--- config.mk ---
export PLATFORM = sky130hd
export DESIGN_NAME = mc_controller
export DESIGN_NICKNAME = d
export VERILOG_FILES = /design/src/rtl/mc_ctrl_pkg.sv /design/src/rtl/mc_ctrl_decode.sv /design/src/rtl/mc_controller.sv
export SDC_FILE = /design/constraint.sdc
export NUM_CORES = 1
export LEC_CHECK = 0
export CAP_MARGIN = 20
export CORE_MARGIN = 2
export CORE_UTILIZATION = 40
export DETAILED_ROUTE_END_ITERATION = 8
export HOLD_SLACK_MARGIN = 0.08
export PLACE_DENSITY_LB_ADDON = 0.12
export RECOVER_POWER = 100
export SETUP_SLACK_MARGIN = 0.3
export SLEW_MARGIN = 20
export SYNTH_ARGS = -nofsm -noshare
export SYNTH_HDL_FRONTEND = slang
export SYNTH_SLANG_ARGS = --single-unit
--- constraint.sdc ---
create_clock -name clock -period 2.7 [get_ports clock]
set_clock_uncertainty 0.2 [all_clocks]
set_input_delay 0.54 -clock clock [delete_from_list [all_inputs] [get_ports clock]]
set_output_delay 0.54 -clock clock [all_outputs]
set_load 0.02 [all_outputs]
--- src/rtl/mc_ctrl_pkg.sv ---
// Shared encodings for the multicycle control unit: FSM state codes, opcodes,
// ALU operand/operation selects and the instruction class used for sequencing.
package mc_ctrl_pkg;

    typedef enum logic [3:0] {
        S_RESET    = 4'd0,
        S_FETCH    = 4'd1,
        S_DECODE   = 4'd2,
        S_LOAD_MEM = 4'd3,
        S_LOAD_WB  = 4'd4,
        S_STORE    = 4'd5,
        S_ALU_EXEC = 4'd6,
        S_ALU_WB   = 4'd7,
        S_ORI_EXEC = 4'd8,
        S_ORI_WB   = 4'd9,
        S_SH_EXEC  = 4'd10,
        S_SH_WB    = 4'd11,
        S_BR_EVAL  = 4'd12,
        S_HALT     = 4'd13
    } state_t;

    typedef enum logic [3:0] {
        CL_LOAD,
        CL_STORE,
        CL_RTYPE,
        CL_ORI,
        CL_SHIFT,
        CL_BZ,
        CL_BNZ,
        CL_BPZ,
        CL_STOP,
        CL_NOP
    } iclass_t;

    localparam logic [3:0] OP_LOAD  = 4'b0000;
    localparam logic [3:0] OP_STORE = 4'b0010;
    localparam logic [3:0] OP_ADD   = 4'b0100;
    localparam logic [3:0] OP_SUB   = 4'b0110;
    localparam logic [3:0] OP_NAND  = 4'b1000;
    localparam logic [3:0] OP_BZ    = 4'b0101;
    localparam logic [3:0] OP_BNZ   = 4'b1001;
    localparam logic [3:0] OP_BPZ   = 4'b1101;
    localparam logic [3:0] OP_STOP  = 4'b0001;
    localparam logic [3:0] OP_NOP   = 4'b1010;

    localparam logic [2:0] ALU2_R2    = 3'b000;
    localparam logic [2:0] ALU2_ONE   = 3'b001;
    localparam logic [2:0] ALU2_SIMM4 = 3'b010;
    localparam logic [2:0] ALU2_ZIMM5 = 3'b011;
    localparam logic [2:0] ALU2_SHAMT = 3'b100;

    localparam logic [2:0] ALUOP_ADD   = 3'b000;
    localparam logic [2:0] ALUOP_SUB   = 3'b001;
    localparam logic [2:0] ALUOP_OR    = 3'b010;
    localparam logic [2:0] ALUOP_NAND  = 3'b011;
    localparam logic [2:0] ALUOP_SHIFT = 3'b100;

    // States after which the instruction is complete and the FSM returns to FETCH.
    function automatic logic is_terminal(input state_t s);
        return (s == S_LOAD_WB) || (s == S_STORE) || (s == S_ALU_WB) ||
               (s == S_ORI_WB) || (s == S_SH_WB) || (s == S_BR_EVAL);
    endfunction

endpackage

--- src/rtl/mc_ctrl_decode.sv ---
// Combinational opcode-to-class mapping; unlisted opcodes fall through to nop.
module mc_ctrl_decode
    import mc_ctrl_pkg::*;
(
    input  logic [3:0] i_opcode,
    output iclass_t    o_class
);

    always_comb begin
        o_class = CL_NOP;
        casez (i_opcode)
            4'b0000: o_class = CL_LOAD;
            4'b0010: o_class = CL_STORE;
            4'b0100,
            4'b0110,
            4'b1000: o_class = CL_RTYPE;
            4'b?111: o_class = CL_ORI;
            4'b?011: o_class = CL_SHIFT;
            4'b0101: o_class = CL_BZ;
            4'b1001: o_class = CL_BNZ;
            4'b1101: o_class = CL_BPZ;
            4'b0001: o_class = CL_STOP;
            default: o_class = CL_NOP;
        endcase
    end

endmodule

--- src/rtl/mc_controller.sv ---
// Multicycle processor control FSM: Moore strobes per state, branch PCWrite from flags.
// Optional retired-instruction counter enabled by defining MC_CTRL_PERF_EN.
module mc_controller
    import mc_ctrl_pkg::*;
(
    input  logic       clock,
    input  logic       reset,
    input  logic [7:0] instr,
    input  logic       N,
    input  logic       Z,
    output logic       PCWrite,
    output logic       AddrSel,
    output logic       MemRead,
    output logic       MemWrite,
    output logic       IRLoad,
    output logic       MDRLoad,
    output logic       R1Sel,
    output logic       RFWrite,
    output logic       RegIn,
    output logic       ALU1,
    output logic       ALUOutWrite,
    output logic       FlagWrite,
    output logic [2:0] ALU2,
    output logic [2:0] ALUOp,
    output logic       halted,
    output logic [3:0] state
`ifdef MC_CTRL_PERF_EN
    ,
    output logic [15:0] retired
`endif
);

    state_t  r_state;
    state_t  w_next;
    iclass_t w_class;
    logic    w_taken;
    logic    w_unused;

    // Upper IR bits carry register/immediate fields the datapath consumes directly.
    assign w_unused = ^instr[7:4];

    mc_ctrl_decode u_decode (
        .i_opcode (instr[3:0]),
        .o_class  (w_class)
    );

    always_comb begin
        w_taken = 1'b0;
        case (w_class)
            CL_BZ:   w_taken = Z;
            CL_BNZ:  w_taken = ~Z;
            CL_BPZ:  w_taken = ~N;
            default: w_taken = 1'b0;
        endcase
    end

    always_ff @(posedge clock or negedge reset) begin
        if (!reset) begin
            r_state <= S_RESET;
        end else begin
            r_state <= w_next;
        end
    end

    always_comb begin
        w_next = S_RESET;
        case (r_state)
            S_RESET:  w_next = S_FETCH;
            S_FETCH:  w_next = S_DECODE;
            S_DECODE: begin
                case (w_class)
                    CL_LOAD:  w_next = S_LOAD_MEM;
                    CL_STORE: w_next = S_STORE;
                    CL_RTYPE: w_next = S_ALU_EXEC;
                    CL_ORI:   w_next = S_ORI_EXEC;
                    CL_SHIFT: w_next = S_SH_EXEC;
                    CL_BZ,
                    CL_BNZ,
                    CL_BPZ:   w_next = S_BR_EVAL;
                    CL_STOP:  w_next = S_HALT;
                    default:  w_next = S_FETCH;
                endcase
            end
            S_LOAD_MEM: w_next = S_LOAD_WB;
            S_ALU_EXEC: w_next = S_ALU_WB;
            S_ORI_EXEC: w_next = S_ORI_WB;
            S_SH_EXEC:  w_next = S_SH_WB;
            S_LOAD_WB,
            S_STORE,
            S_ALU_WB,
            S_ORI_WB,
            S_SH_WB,
            S_BR_EVAL:  w_next = S_FETCH;
            S_HALT:     w_next = S_HALT;
            default:    w_next = S_RESET;
        endcase
    end

    always_comb begin
        PCWrite     = 1'b0;
        AddrSel     = 1'b0;
        MemRead     = 1'b0;
        MemWrite    = 1'b0;
        IRLoad      = 1'b0;
        MDRLoad     = 1'b0;
        R1Sel       = 1'b0;
        RFWrite     = 1'b0;
        RegIn       = 1'b0;
        ALU1        = 1'b0;
        ALUOutWrite = 1'b0;
        FlagWrite   = 1'b0;
        ALU2        = ALU2_R2;
        ALUOp       = ALUOP_ADD;
        halted      = 1'b0;
        state       = r_state;
        case (r_state)
            S_FETCH: begin
                MemRead = 1'b1;
                IRLoad  = 1'b1;
                AddrSel = 1'b1;
                ALU2    = ALU2_ONE;
                PCWrite = 1'b1;
            end
            S_DECODE: R1Sel = (w_class == CL_ORI);
            S_LOAD_MEM: begin
                MemRead = 1'b1;
                MDRLoad = 1'b1;
            end
            S_LOAD_WB: begin
                RFWrite = 1'b1;
                RegIn   = 1'b1;
            end
            S_STORE: MemWrite = 1'b1;
            S_ALU_EXEC: begin
                ALU1        = 1'b1;
                ALUOutWrite = 1'b1;
                FlagWrite   = 1'b1;
                // IR is stable through execution, so the R-type op comes from it.
                case (instr[3:0])
                    OP_SUB:  ALUOp = ALUOP_SUB;
                    OP_NAND: ALUOp = ALUOP_NAND;
                    default: ALUOp = ALUOP_ADD;
                endcase
            end
            S_ORI_EXEC: begin
                ALU1        = 1'b1;
                ALU2        = ALU2_ZIMM5;
                ALUOp       = ALUOP_OR;
                ALUOutWrite = 1'b1;
                FlagWrite   = 1'b1;
            end
            S_SH_EXEC: begin
                ALU1        = 1'b1;
                ALU2        = ALU2_SHAMT;
                ALUOp       = ALUOP_SHIFT;
                ALUOutWrite = 1'b1;
                FlagWrite   = 1'b1;
            end
            S_ALU_WB,
            S_ORI_WB,
            S_SH_WB:  RFWrite = 1'b1;
            S_BR_EVAL: begin
                ALU2    = ALU2_SIMM4;
                PCWrite = w_taken;
            end
            S_HALT:   halted = 1'b1;
            default: ;
        endcase
    end

`ifdef MC_CTRL_PERF_EN
    logic [15:0] r_retired;
    logic        w_retire;

    assign w_retire = is_terminal(r_state) ||
                      ((r_state == S_DECODE) && (w_class == CL_NOP));

    always_ff @(posedge clock or negedge reset) begin
        if (!reset) begin
            r_retired <= 16'h0000;
        end else if (w_retire && (r_retired != 16'hFFFF)) begin
            r_retired <= r_retired + 16'h0001;
        end
    end

    assign retired = r_retired;
`endif

endmodule

==> Yosys cells after proc, flatten, opt, wreduce, memory -nomap -nowiden <==
Memories as Yosys holds them, arrays and structs flattened.
Cells that the tools add are included.
W data, S select, Z words.
{ "totals": {"romBits": 64, "in_bits": 12, "n_memories": 1, "reg_bits": 4, "ramBits": 0, "latch_bits": 0} }
{ "classes": {"mux": 16, "multipliers": 0, "n_reduce_logical": 7, "bitwise": 2, "div_mod_pow": 0, "n_shift": 0, "eq_ne": 27, "n_lt_le_gt_ge": 0, "add_sub_neg": 0} }
{ "mem_list": {"columns": ["memory", "depth", "width", "rd", "rd_ports_with_merged_regs", "write_ports", "line", "text"], "rows": [
  ["(name not given)", 16, 4, 1, 0, 0, "mc_controller.sv:71", "case (w_class)"]
]} }
{ "ops": {"columns": ["operator", "n"], "rows": [
  ["$eq A4 B3 Y1 const B", 10],
  ["$eq A4 B4 Y1 const B", 9],
  ["$pmux W4 S9", 1],
  ["$pmux W4 S8", 1],
  ["$eq A4 B2 Y1 const B", 4],
  ["$pmux W3 S4", 1],
  ["$mux W1", 9],
  ["$pmux W3 S3", 1],
  ["$eq A4 B1 Y1 const B", 2],
  ["$logic_not A4 Y1", 2],
  ["$reduce_or A7 Y1", 1],
  ["$reduce_or A3 Y1", 2],
  ["$pmux W2 S2", 1],
  ["$reduce_or A4 Y1", 1],
  ["$eq A3 B2 Y1 const B", 1],
  ["$eq A3 B3 Y1 const B", 1],
  ["$pmux W1 S3", 1],
  ["$not A1 Y1", 2],
  ["$pmux W1 S2", 1],
  ["$reduce_or A2 Y1", 1]
]} }

==> Logic depth before layout (Yosys ltp) <==
{ "depth": {"ltp_word": 6, "depth_mapped": 10} }

==> Modules after synthesis <==
Synthesis repeated with hierarchy kept, for this count alone.
{ "hier_totals": {"cells_unflattened": 92, "area_unflattened_um2": 665.6} }
{ "modules_own_cells": {"columns": ["mod", "area_each_um2", "seq_area_each_um2", "cells_per_inst", "n_inst"], "rows": [
  ["mc_controller", 591.8, 100.1, 78, 1],
  ["mc_ctrl_decode", 73.8, 0.0, 14, 1]
]} }

==> Worst setup path before layout <==
No wires, ideal clock.
{ "synth_timing": {"path_kind": "input -> output", "from": "input port instr[0]", "to": "output port PCWrite", "slack_ps": -106, "stages": 10, "arrival_ps": 2066, "path_cell_list": "buf_4 -> buf_2 -> o21ai_0 -> o21a_1 -> inv_1 -> ha_1 -> inv_1 -> o21ai_0 -> nand3_1 -> o21ai_0"} }
{ "synth_via": {"elab_chain_cells": 6, "elab_cells_between_ends": 18, "classes_between": "13 x eq/ne; 3 x mux; 2 x reduce/logical"} }
{ "synth_rtl": {"columns": ["element", "line", "text"], "rows": [
  ["start: declaration", "mc_controller.sv:8", "input logic [7:0] instr,"],
  ["$eq A4 B3 Y1 / $eq A4 B4 Y1 (equally long branches)", "mc_ctrl_decode.sv:11", "casez (i_opcode)"],
  ["$reduce_or A3 Y1", "mc_ctrl_decode.sv:11", null],
  ["$pmux W4 S9 *", "mc_ctrl_decode.sv:11", null],
  ["$eq A4 B3 Y1", "mc_controller.sv:49", "case (w_class)"],
  ["$pmux W1 S3 *", "mc_controller.sv:49", null],
  ["$pmux W1 S2 *", "mc_controller.sv:116", "case (r_state)"],
  ["end: declaration", "mc_controller.sv:11", "output logic PCWrite,"]
]} }
Mark *: on every way between the ends. The rest lies on a longest branch, timed or not.

==> Final worst setup path <==
{ "layout_timing": {"from": "input port instr[1]", "to": "output port PCWrite"} }
Same word-level chain as after synthesis.

==> out/metrics.csv <==
metric;value;unit
Fmax achieved;374.0;MHz
Via density;5.295;
RePlAce Congestion;0.8933;
final hold slack;0.3757;ns
gate count after technology mapping;101;
synth unique cells;40;
Critical Path Sink Type;output port;
nets;160;
Die Area;0.002144;sq mm
diode count;0;
largest net degree at the start of global routing;15;
worst reg2reg path depth;5;
GR Util All Layers;20.08;%
Slew Viols, Final;0;
number of I/O pins;35;
Die H;46.30;um
Worst-path clk slew;0.04;ns
VDD IR max;0.3899;mV
via count;879;
Clock Sinks;4;
Tightest Pin Transition;0.3905;ns
Initial Util;41.90;%
Root Buffer;clkbuf_4;
Port Buffers;30;
Max Cap Viol;0;
number of remaining DRC errors;0;
power density cells;794.4;mW/mm^2
synthesized flop and latch total;4;
synthesis-to-layout area growth;65.39;%
clock buffer depth;2;
layout cells sized above 1;34.75;%
post-layout minimum cycle time;2.674;ns
CTS tree;built;
final-report hold violation count;0;
Yosys warning count;0;
cell chain of the critical path;buf_8 -> or3b_4 -> o221ai_4 -> inv_2 -> ha_4 -> mux2i_1 -> o21ai_1 -> nand3_1 -> o21ai_4 -> buf_6;
initial antenna violation count;0;
synthesized area;715.7;sq um
Initial DRC Count;14;
Rows;15;
Synth Net Count;118;
Final setup viols;0;
pre-CTS setup slack;-0.8310;ns
Static Leak;0.5707;nW
Slew HR;73.73;%
grt ovf;0;
Syn Area/Cell;7.086;sq um
drt total wl;2101;um
filler instances;146;
Slowest-stage cell, CP;or3b_4;
Util after Layout;69.30;%
hold crit path type;in -> async;
htree depth;1;
final instance area;0.001184;sq mm
DRT Pass-1 Iters;4;
critical path fanouts, max;3;
ANT nets after route;0;
TritonCTS Buffers;3;
part of the cycle the worst path needs;99.03;%
CP delay by family, top;simple AND/OR/NAND/NOR gates;
reg2reg end;state[2];
DR WL/cell;12.66;um
max FFs per register;4;
clock latency on the worst-skew pair;0.23;ns
sequential fraction of the synthesis area;13.99;%
die width;46.30;um
Setup crit start kind;input pin;
detailed placement HPWL;1642;um
worst r2r src;state[2];
first-pass GRT wire length;3256;um
Area after DPL;0.001132;sq mm
worst path bufs/invs;3;
outcome;finished, final reports clean;
worst path arrival time;1.93;ns
CP required;1.96;ns
total power;0.0009402;W
Critical Path Max Stage Delay;0.39;ns
Setup Crit Path Kind;in -> out;
Final WS setup;0.02618;ns
hold buffers post-CTS;0;
number of global-route vias before repair;787;
RSZ-0062 raised after global routing;yes;
flop2flop setup slack;1.10;ns
core area;0.001708;sq mm
==> final cells by class <==
class | count | area (sq um) | share of cell area (%)
Clock buffer | 3 | 22.52 | 1.903
Inverter | 6 | 22.52 | 1.903
Multi-Input combinational cell | 79 | 601.8 | 50.85
Sequential cell | 4 | 100.1 | 8.457
Tap cell | 25 | 31.28 | 2.643
Timing Repair Buffer | 49 | 405.4 | 34.25
==> per-layer routing <==
| metal | global-route usage (%) | up-vias | part of all wire (%) |
|---|---|---|---|
| li1 | - | 429 | - |
| met1 | 25.81 | 423 | 43 |
| met2 | 36.11 | 27 | 53 |
| met3 | 1.569 | 0 | 3.6 |
| met4 | 4.000 | 0 | 0 |
| met5 | 0 | - | 0 |
==> cell usage in the layout, fill, tap and decap left out, types with 4 or more instances in the layout <==
| cell type | n |
|---|---|
| dfrtp_1 | 4 |
| o21ai_0 | 4 |
| buf_4 | 18 |
| nor2_1 | 8 |
| clkdlybuf4s50_1 | 4 |
| nand3_1 | 5 |
| nand2_1 | 8 |
| dlygate4sd2_1 | 11 |
| buf_6 | 5 |
| o21ai_1 | 4 |
| inv_1 | 4 |
==> how the worst max path moves through the flow <==
stage | slack, ns | cells after the start | start | endpoint
2_1_floorplan | 0.17 | 9 | instr[0] | PCWrite
4_1_cts | 0.03 | 10 | instr[1] | PCWrite
6_report | 0.03 | 10 | instr[1] | PCWrite
3_5_place_dp | -0.83 | 9 | instr[1] | PCWrite
5_1_grt | -0.03 | 10 | instr[1] | PCWrite
3_3_place_gp | -0.78 | 9 | instr[1] | PCWrite
==> cell usage after synthesis <==
library cell	instances	area share, %
nand2b_1	4	3.5
nor3_1	4	2.8
mux2i_1	1	1.4
a21boi_1	1	1.0
buf_6	1	1.6
a21o_1	1	1.0
buf_4	5	5.2
nor3b_1	1	1.0
xor2_1	1	1.2
o21a_1	3	3.1
and3b_1	1	1.2
nand4_1	1	0.87
nand3_1	4	2.8
nor2b_1	4	3.5
clkbuf_1	2	1.0
nor4_1	1	0.87
o32a_1	1	1.4
or3_1	1	0.87
and2_1	3	2.6
o21ai_0	7	4.9
a21oi_1	3	2.1
o31ai_1	1	1.0
nor2_1	8	4.2
inv_1	6	3.1
ha_1	5	8.7
a311oi_2	1	2.1
buf_2	4	2.8
nand2_1	8	4.2
o32ai_1	1	1.2
dfrtp_1	4	14
o21ai_1	2	1.4
and3_1	2	1.7
and2_0	1	0.87
o221ai_2	1	2.1
o21bai_1	1	1.0
a211oi_1	1	1.0
a21oi_2	1	1.2
nand3_2	1	1.4
or3b_1	2	2.4
nand3b_1	1	1.0
==> power breakdown <==
group | internal [W] | leakage, nW | switching [W] | total [W]
clock network | 0.0000495 | 0.0138 | 0.0000214 | 0.0000709
registers | 0.0000879 | 0.0508 | 0.0000322 | 0.000120
logic | 0.000313 | 0.506 | 0.000437 | 0.000749
==> timing repair <==
action                     CTS  global route
gates resized for setup     64            19
setup buffers                1             0
cloned                       0             0
pin swaps                    6             2
setup endpoints to repair   21            12
==> cell families (layout without fill, tap and decap cells) <==
group           Yosys count  after routing  share of synthesized area [%]
mux                       1              1                          1.399
buf+inv                  18             58                          13.81
simple gates             47             47                          36.02
flops                     4              4                          13.99
fa+ha+maj                 5              5                          8.741
compound gates           25             25                          24.83
xor+xnor                  1              1                          1.224
==> per-stage QoR <==
stage	cells	setup TNS, ns
6_report	166	0
4_1_cts	166	0
3_3_place_gp	162	-2.334
5_1_grt	166	-0.03059
3_5_place_dp	162	-2.463
2_1_floorplan	101	0
No activity file was read; power rests on OpenSTA's default activity.
